## src/rtl/multiplier_iter_nbit.sv

```systemverilog
// Iterative unsigned WIDTH x WIDTH shift-add multiplier, one partial product per cycle; latency WIDTH+1
// (or MSB(in1)+2 with EARLY_EXIT). in_rdy only in IDLE; prod/out_val held in DONE until out_rdy.
module multiplier_iter_nbit #(
  parameter int WIDTH      = 8,
  parameter bit EARLY_EXIT = 1'b1
) (
  input  logic               clk,
  input  logic               rst_n,
  input  logic               in_val,
  output logic               in_rdy,
  input  logic [WIDTH-1:0]   in0,
  input  logic [WIDTH-1:0]   in1,
  output logic               out_val,
  input  logic               out_rdy,
  output logic [2*WIDTH-1:0] prod,
  output logic               busy
);

  localparam int PW = 2 * WIDTH;
  localparam int CW = $clog2(WIDTH) + 1;
  localparam logic [CW-1:0] LAST_CNT = CW'(WIDTH - 1);

  typedef enum logic [1:0] {
    IDLE = 2'd0,
    CALC = 2'd1,
    DONE = 2'd2
  } state_t;

  state_t          r_state;
  state_t          w_state_nxt;
  logic [PW-1:0]   r_a;
  logic [PW-1:0]   r_acc;
  logic [PW-1:0]   r_prod;
  logic [WIDTH-1:0] r_b;
  logic [CW-1:0]   r_cnt;

  logic [PW-1:0]   w_acc_nxt;
  logic [WIDTH-1:0] w_b_nxt;
  logic            w_in_fire;
  logic            w_out_fire;
  logic            w_calc_last;

  assign w_in_fire  = in_val && in_rdy;
  assign w_out_fire = out_val && out_rdy;
  assign w_acc_nxt  = r_acc + (r_b[0] ? r_a : {PW{1'b0}});
  assign w_b_nxt    = r_b >> 1;

  // Early exit once no multiplier bits remain; the last iteration still folds in r_b[0].
  assign w_calc_last = (r_cnt == LAST_CNT) || (EARLY_EXIT && (w_b_nxt == '0));

  always_ff @(posedge clk or negedge rst_n) begin
    if (!rst_n) begin
      r_state <= IDLE;
    end else begin
      r_state <= w_state_nxt;
    end
  end

  always_comb begin
    w_state_nxt = r_state;
    case (r_state)
      IDLE:    if (w_in_fire)   w_state_nxt = CALC;
      CALC:    if (w_calc_last) w_state_nxt = DONE;
      DONE:    if (w_out_fire)  w_state_nxt = IDLE;
      default: w_state_nxt = IDLE;
    endcase
  end

  always_comb begin
    in_rdy  = 1'b0;
    out_val = 1'b0;
    busy    = 1'b1;
    case (r_state)
      IDLE: begin
        in_rdy = 1'b1;
        busy   = 1'b0;
      end
      DONE:    out_val = 1'b1;
      default: ;
    endcase
  end

  always_ff @(posedge clk or negedge rst_n) begin
    if (!rst_n) begin
      r_a    <= '0;
      r_b    <= '0;
      r_acc  <= '0;
      r_cnt  <= '0;
      r_prod <= '0;
    end else begin
      case (r_state)
        IDLE: begin
          if (w_in_fire) begin
            r_a   <= {{WIDTH{1'b0}}, in0};
            r_b   <= in1;
            r_acc <= '0;
            r_cnt <= '0;
          end
        end
        CALC: begin
          r_acc <= w_acc_nxt;
          r_a   <= r_a << 1;
          r_b   <= w_b_nxt;
          r_cnt <= r_cnt + CW'(1);
          if (w_calc_last) begin
            r_prod <= w_acc_nxt;
          end
        end
        default: ;
      endcase
    end
  end

  assign prod = r_prod;

endmodule
```

## config.mk

```make
export PLATFORM = sky130hd
export DESIGN_NAME = multiplier_iter_nbit
export DESIGN_NICKNAME = d
export VERILOG_FILES = /design/src/rtl/multiplier_iter_nbit.sv
export SDC_FILE = /design/constraint.sdc
export NUM_CORES = 1
export LEC_CHECK = 0
export CAP_MARGIN = 20
export CORE_MARGIN = 5
export CORE_UTILIZATION = 56
export CTS_CLUSTER_SIZE = 40
export DETAILED_ROUTE_END_ITERATION = 7
export PLACE_DENSITY = 0.8
export SYNTH_ARGS = -nofsm -noshare
export SYNTH_HDL_FRONTEND = slang
export SYNTH_SLANG_ARGS = --single-unit
```

## constraint.sdc

```tcl
create_clock -name clk -period 3.4 [get_ports clk]
set_clock_uncertainty 0.15 [all_clocks]
set_input_delay 0.34 -clock clk [delete_from_list [all_inputs] [get_ports clk]]
set_output_delay 0.34 -clock clk [all_outputs]
set_load 0.01 [all_outputs]
```

==> qor.txt, run 1 <==
Rel. slew slack: 0.466
Post-Syn Nets: 387
first-pass GRT wire length: 13.3 mm
Post-Synth Adder-Cell Area: 0.0642
area grow syn2layout: 17.8%
crit-path leading delay family: simple AND/OR/NAND/NOR gates
final hold violation count: 5
Starting Density: 0.576
worst slew pin tran: 0.801 ns
Synth top area share: 0.452
cell area after layout: 4040 um2
WL final: 7.76 mm
max cap viols: 0
Remaining Overflow, GRT: 0
worst endpoint required time: 3.47 ns
clock sink count: 62
CP Buf/Inv Count: 0
Avg Inst Size Synth: 9.80 um2
GRT Total Usage: 0.221
worst skew pair latency: 0.33 ns
TritonCTS clock tree: built
Core Area: 5960 um2
final worst path period share: 0.855
layout cells sized above 1: 0.0918
placed cell areas: 3870 um2
Clk pin slew, worst setup/hold paths: 0.07 ns
row count: 28
Worst EP arrival: 2.98 ns
Peak Freq: 344 MHz
main combinational cell family by area after synthesis: compound AO/OA/AOI/OAI gates
Setup crit start kind: flop
Post-Synth XOR/XNOR Area: 0.0179
Ant. Diodes: 0
post-synthesis mux area share: 0.0160
Final setup violation count: 0
Power Density: 867 nW/um2
CTS root buffer: clkbuf_8
RSZ-0062 raised after global routing: false
status: finished with violations
vias in the first global route: 2,797
Post-Syn Area: 3430 um2
Warnings, synthesis: 0
Compound-Gate Fraction of Synth Area: 0.245
die height: 88.3 um
initial antenna violation count: 0
1st-pass router iterations: 4
worst-path maximum fanout: 17
CP Depth: 8
vias per inst: 6.00
final slew viol count: 0
PortBufs: 38
Final Wtd Congestion: 0.933
H-tree Lvls: 3
worst vdd ir: 0.620 mV
largest net degree at the start of global routing: 63
hpwl dp: 5.32 mm
postcts setup bufs: 0
cell count after synthesis: 350
Worst Reg-to-Reg Cells: 8
Total Neg Setup Slack: 0 ns
clock buffer count from CTS: 9
library cells used by synthesis: 48
Async S/R FF share, synth: 1.00
top cells by area, synth: dfrtp_1 45%, ha_1 5.8%, nand2_1 4.7%
Power Total: 3.50 mW
Leak: 1.88 nW
WS Path Type: reg2reg
CP max-delay cell: dfrtp_1
fin crit period: 2.91 ns
number of synthesized flops with an enable pin: 0
initial drt markers: 196
# hold bufs at CTS: 0
clock buffer depth: 2
Min-Delay Path Class: in2async
routed len/inst: 16.6 um
crit-path cells: and2_1, ha_1, fa_1, a21oi_1, o211ai_1, and4_1, or3_1, a32o_2
DRC viols: 0
Vias: 2,802
#FFs+latches synth: 62
Boundary Pins: 39
failing checks: negative hold slack
Final ANT Viol Nets: 0
Crit path largest cell delay: 0.55 ns
Die Wd: 88.3 um
# resized after CTS: 0
ys flop type: dfrtp_1
post-synth top area cell: dfrtp_1
Die Area: 7790 um2
final layout net count: 424
hold_ws: -0.00776 ns
CP Capture Type: flop
sequential area share after synthesis: 0.452
Synth Area in Simple Gates: 0.179
## synth_stat cells (4+ instances only)
| master | instances |
|---|---|
| a211o_1 | 4 |
| a21o_1 | 5 |
| a21oi_1 | 25 |
| a22o_1 | 18 |
| a22oi_1 | 6 |
| a32o_1 | 4 |
| and2_1 | 20 |
| and3b_1 | 8 |
| clkbuf_1 | 15 |
| dfrtp_1 | 62 |
| ha_1 | 16 |
| mux2_2 | 4 |
| nand2_1 | 43 |
| nand3_1 | 8 |
| nor2_1 | 11 |
| nor2b_1 | 9 |
| o211ai_1 | 4 |
| o21ai_0 | 29 |
| xnor2_1 | 4 |
## flip-flops by register name, indices dropped and copies added, names as in the netlist
register  flops
r_cnt         4
r_state       2
r_acc        16
r_b           8
r_a          16
prod         16
## per-layer routing
| metal | share of wire | vias to the layer above | GRT usage | wire length [um] |
|---|---|---|---|---|
| met5 | 0 | - | 0 | 0 |
| met4 | 0.021 | 0 | 0.0783 | 160 |
| met3 | 0.044 | 15 | 0.0503 | 342 |
| met2 | 0.47 | 66 | 0.340 | 3640 |
| met1 | 0.47 | 1354 | 0.308 | 3620 |
| li1 | - | 1367 | - | - |
## final timing paths
| check | startpoint | slack [ns] | end |
|---|---|---|---|
| setup / recovery | r_b[0] | 0.49 | r_acc[14] |
| hold / removal | rst_n | -0.008 | r_acc[13] |
| setup reg to reg | r_b[0] | 0.49 | r_acc[14] |
| hold reg to reg | prod[3] | 0.33 | prod[3] |
| max in group asynchronous | rst_n | 2.54 | r_acc[12] |
| min in group clk | prod[3] | 0.33 | prod[3] |
## logic make-up after synthesis
group	count (synthesis)
flops	62
simple gates	117
xor+xnor	7
compound gates	121
buf+inv	21
mux	5
fa+ha+maj	17
## metrics by stage
step,std cells,util,worst slack (ns),hold WS [ns]
after global placement,451,0.650,0.604,0.308
after CTS,467,0.679,0.524,0.0436
after floorplan,350,-,0.876,-0.106
final,467,0.679,0.493,-0.00776
after detailed placement,451,0.650,0.528,0.316
after global routing,467,0.679,0.310,0.0651
## layout by cell type (no fill, tap or decap), drive strengths merged, types with 4 or more instances in the layout
cell type and instances:
a211o 4, a21o 5, a21oi 28, a22o 18
a22oi 6, a31o 4, a32o 5, and2 20
and3b 8, buf 7, clkbuf 12, clkdlybuf4s50 37
dfrtp 62, ha 16, mux2 4, nand2 43
nand3 8, nor2 11, nor2b 9, o211ai 4
o21ai 31, xnor2 4
## where the power goes
group	switching, mW	leakage [nW]	internal (mW)
combinational	0.889	0.974	0.736
clock	0.284	0.0861	0.281
sequential	0.266	0.822	1.05
total	1.44	1.88	2.06
## area by class of cell
type,count,area (um2)
Clock buffer,12,145
Timing Repair Buffer,44,420
Fill cell,478,1910
Tap cell,75,93.8
Clock inverter,4,22.5
Multi-Input combinational cell,267,1800
Inverter,3,11.3
Sequential cell,62,1550
(Power assumes the default switching activity.)
==> inputs of run 2 (changes only) <==
--- a/config.mk
+++ b/config.mk
@@ -10,7 +10,8 @@
 export CORE_UTILIZATION = 56
 export CTS_CLUSTER_SIZE = 40
 export DETAILED_ROUTE_END_ITERATION = 7
-export PLACE_DENSITY = 0.8
+export HOLD_SLACK_MARGIN = 0.1
+export PLACE_DENSITY = 0.87
 export SYNTH_ARGS = -nofsm -noshare
 export SYNTH_HDL_FRONTEND = slang
 export SYNTH_SLANG_ARGS = --single-unit
==> qor.txt, run 2 (synthesized netlist as in run 1, its figures left out) <==
r2r startpoint: r_b[0]
final slew viol count: 0
Pint: 2.14 mW
worst endpoint required time: 3.48 ns
DRC viols: 0
1st-pass router iterations: 4
Sw Pwr: 1.46 mW
Power Density: 882 nW/um2
final hold violation count: 0
worst-path maximum fanout: 17
routed len/inst: 16.9 um
TritonCTS clock tree: built
postcts setup bufs: 0
hpwl dp: 5.59 mm
min-delay src: prod[0]
worst slew pin tran: 0.780 ns
Reg power frac: 0.375
uppermost layer routed: met4
Starting Density: 0.576
vias per inst: 6.03
Crit path largest cell delay: 0.56 ns
Die Wd: 88.3 um
Final setup violation count: 0
first-pass GRT wire length: 13.6 mm
Peak Freq: 345 MHz
routed wl met3: 384 um
# resized after CTS: 0
Final ANT Viol Nets: 0
# hold bufs at CTS: 1
Total Neg Setup Slack: 0 ns
Final Wtd Congestion: 0.903
largest net degree at the start of global routing: 63
initial drt markers: 169
clock sink count: 62
CTS root buffer: clkbuf_8
met2 wire len: 3.82 mm
Remaining Overflow, GRT: 0
GRT Total Usage: 0.225
Sw Ratio: 0.406
Vias: 2,829
area grow syn2layout: 19.1%
placed cell areas: 3890 um2
WL final: 7.94 mm
worst vdd ir: 0.505 mV
Ant. Diodes: 0
Setup crit start kind: flop
RSZ-0062 raised after global routing: false
crit-path cells: and2_1, ha_1, fa_1, a21oi_1, o211ai_1, and4_1, or3_1, a32o_2
H-tree Lvls: 3
die height: 88.3 um
vias in the first global route: 2,892
clock share of power: 0.176
clock buffer depth: 2
row count: 28
final worst path period share: 0.853
final layout net count: 427
layout cells sized above 1: 0.0990
Rel. slew slack: 0.480
initial antenna violation count: 0
cell area after layout: 4090 um2
Leak: 1.91 nW
commonest non-fill, non-tap cells in the layout: 62 x dfrtp_1, 43 x nand2_1, 37 x clkdlybuf4s50_1
WS Path Type: reg2reg
CP max-delay cell: dfrtp_1
PortBufs: 38
Boundary Pins: 39
Gate power share: 0.449
max cap viols: 0
crit path launch: r_b[0]
fin crit period: 2.90 ns
Clk pin slew, worst setup/hold paths: 0.07 ns
commonest non-fill, non-tap cell in the layout: dfrtp_1
Die Area: 7790 um2
clock buffer count from CTS: 9
Min-Delay Path Class: reg2reg
Worst EP arrival: 2.98 ns
worst skew pair latency: 0.34 ns
Core Area: 5960 um2
Post-Route M1 WL: 3.55 mm
CP Capture Type: flop
status: complete, no violations
-- run 2: worst paths after layout --
check	depth (start not counted)	end	slack [ns]
min in group asynchronous	3	r_acc[15]	0.55
max in group asynchronous	3	r_acc[7]	2.04
worst max-delay path	8	r_acc[14]	0.50
worst max register to register	8	r_acc[14]	0.50
worst min-delay path	2	prod[0]	0.33
worst min register to register	2	prod[0]	0.33
-- run 2: stage by stage --
stage	util	setup WS, ns	std cells	hold slack, ns	total power, mW
global placement	0.653	0.606	453	0.307	2.89
finish	0.686	0.498	469	0.326	3.60
CTS	0.686	0.520	469	0.329	3.61
floorplan	-	0.876	350	-0.106	2.38
global route	0.686	0.307	469	0.362	3.86
detailed placement	0.653	0.550	453	0.312	2.96
-- run 2: layout make-up --
class | count | area (um2)
Multi-Input combinational cell | 267 | 1800
Timing Repair Buffer | 47 | 445
Clock buffer | 10 | 138
Inverter | 3 | 11.3
Tap cell | 75 | 93.8
Fill cell | 489 | 1870
Clock inverter | 5 | 50.0
Sequential cell | 62 | 1550
-- run 2: power groups by stage --
stage                     Sequential (mW)  Clock (mW)  Combinational (mW)
after floorplan                      1.25           0                1.13
after global placement               1.34           0                1.55
after detailed placement             1.36           0                1.61
after CTS                            1.35       0.643                1.61
after global routing                 1.40       0.677                1.78
final                                1.35       0.635                1.62
-- run 2: critical path, delay by kind of cell (launching register included) --
family	cells	cell delay [ns]
and+or+nand+nor	3	0.78
AOI/OAI and AO/OA	3	0.67
adders and majority gates	2	0.62
DFF	1	0.56
-- run 2: metal layers --
metal | vias up | global-route usage
li1 | 1378 | -
met1 | 1345 | 0.299
met2 | 86 | 0.357
met3 | 20 | 0.0447
met4 | 0 | 0.103
met5 | - | 0
==> inputs of run 3 (changes only) <==
--- a/config.mk
+++ b/config.mk
@@ -7,11 +7,13 @@
 export LEC_CHECK = 0
 export CAP_MARGIN = 20
 export CORE_MARGIN = 5
-export CORE_UTILIZATION = 56
+export CORE_UTILIZATION = 25
+export CTS_BUF_LIST = sky130_fd_sc_hd__clkbuf_16
 export CTS_CLUSTER_SIZE = 40
 export DETAILED_ROUTE_END_ITERATION = 7
 export HOLD_SLACK_MARGIN = 0.1
-export PLACE_DENSITY = 0.87
+export PLACE_DENSITY = 0.49
 export SYNTH_ARGS = -nofsm -noshare
 export SYNTH_HDL_FRONTEND = slang
 export SYNTH_SLANG_ARGS = --single-unit
+export TNS_END_PERCENT = 20
==> qor.txt, run 3 (synthesized netlist as in run 1, its figures left out) <==
status: complete, no violations
commonest non-fill, non-tap cells in the layout: 62 x dfrtp_1, 43 x nand2_1, 37 x clkdlybuf4s50_1
1st-pass router iterations: 4
final hold violation count: 0
Rel. slew slack: 0.487
Starting Density: 0.257
Ant. Diodes: 0
# resized after CTS: 0
area grow syn2layout: 24.7%
die height: 127 um
Placed Instances: 553
post-layout util: 0.320
Peak Freq: 344 MHz
RSZ-0062 raised after global routing: false
Total Neg Setup Slack: 0 ns
Clk pin slew, worst setup/hold paths: 0.05 ns
max cap viols: 0
PortBufs: 38
vias per inst: 4.91
hold path cells: 2
Cell Count, Final, Fillers Out: 568
Min-Delay Path Class: reg2reg
worst-path maximum fanout: 17
routed len/inst: 15.6 um
Vias: 2,791
GR peak layer: met2
fin crit period: 2.90 ns
placed cell areas: 4020 um2
H-tree Lvls: 3
vias in the first global route: 2,867
row count: 42
worst slew pin tran: 0.770 ns
WS Path Type: reg2reg
CP Capture Type: flop
Die Area: 16,200 um2
final layout net count: 426
M2 GR Usage: 0.170
worst skew pair latency: 0.33 ns
final slew viol count: 0
area of the multi-input gates: 1800 um2
layout cells sized above 1: 0.0867
PnR worst setup slack: 0.496 ns
R2R setup slack: 0.50 ns
Worst EP arrival: 2.97 ns
worst endpoint required time: 3.46 ns
WL final: 8.84 mm
GRT Total Usage: 0.113
Power Density: 878 nW/um2
Setup crit start kind: flop
clock buffer count from CTS: 9
Boundary Pins: 39
worst vdd ir: 0.465 mV
hold_ws: 0.325 ns
Crit path largest cell delay: 0.54 ns
Leak: 1.94 nW
final worst path period share: 0.854
initial drt markers: 162
Core Area: 13,300 um2
crit-path cells: and2_1, ha_1, fa_1, a21oi_1, o211ai_1, and4_1, or3_1, a32o_2
commonest non-fill, non-tap cell in the layout: dfrtp_1
first-pass GRT wire length: 14.7 mm
clock sink count: 62
CP max-delay cell: dfrtp_1
clock buffer depth: 2
Power Total: 3.75 mW
Die Wd: 127 um
dpl ws: 0.515 ns
initial antenna violation count: 0
Final Wtd Congestion: 0.844
largest net degree at the start of global routing: 38
TritonCTS clock tree: built
met3 Usage GRT: 0.0380
Worst Reg-to-Reg Cells: 8
Sequential cell area: 1550 um2
fillers: 1,421
cell area after layout: 4280 um2
Final ANT Viol Nets: 0
DRC viols: 0
hpwl dp: 5.96 mm
Final setup violation count: 0
CTS root buffer: clkbuf_16
Remaining Overflow, GRT: 0
met1 usage: 0.155
==> run 3: worst paths after layout <==
| path | startpoint | end |
|---|---|---|
| min | prod[0] | prod[0] |
| min in group asynchronous | rst_n | r_acc[13] |
| max reg2reg | r_b[0] | r_acc[14] |
| min reg2reg | prod[0] | prod[0] |
| max | r_b[0] | r_acc[14] |
| max in group asynchronous | rst_n | r_a[10] |
==> run 3: layer usage <==
layer | wire length [um] | vias up
li1 | - | 1377
met1 | 4440 | 1339
met2 | 3930 | 64
met3 | 349 | 11
met4 | 114 | 0
met5 | 0 | -
==> run 3: critical path, delay by kind of cell, from the launching register on <==
kind	cells	cell delay, ns
AO/OA/AOI/OAI	3	0.68
adder cells (fa/ha/maj)	2	0.64
flip-flops	1	0.54
AND/OR/NAND/NOR	3	0.79
==> run 3: power by group <==
part | internal [mW] | switching, mW
sequential | 1.05 | 0.262
combinational | 0.749 | 0.910
clock | 0.473 | 0.312
total | 2.27 | 1.48
==> run 3: area by class of cell <==
type	instances	area share
multi-input cells	267	0.420
flip-flops and latches	62	0.363
repair buffers	46	0.105
clock buffers	9	0.0527
well taps	176	0.0515
clock inverters	5	0.00497
inverters	3	0.00263
==> run 3: what timing repair did <==
action / CTS / global route
hold buffers: 1 / 0
endpoints found under the hold margin: 28 / 0
endpoints found under the setup margin: 0 / 0
setup buffers: 0 / 0
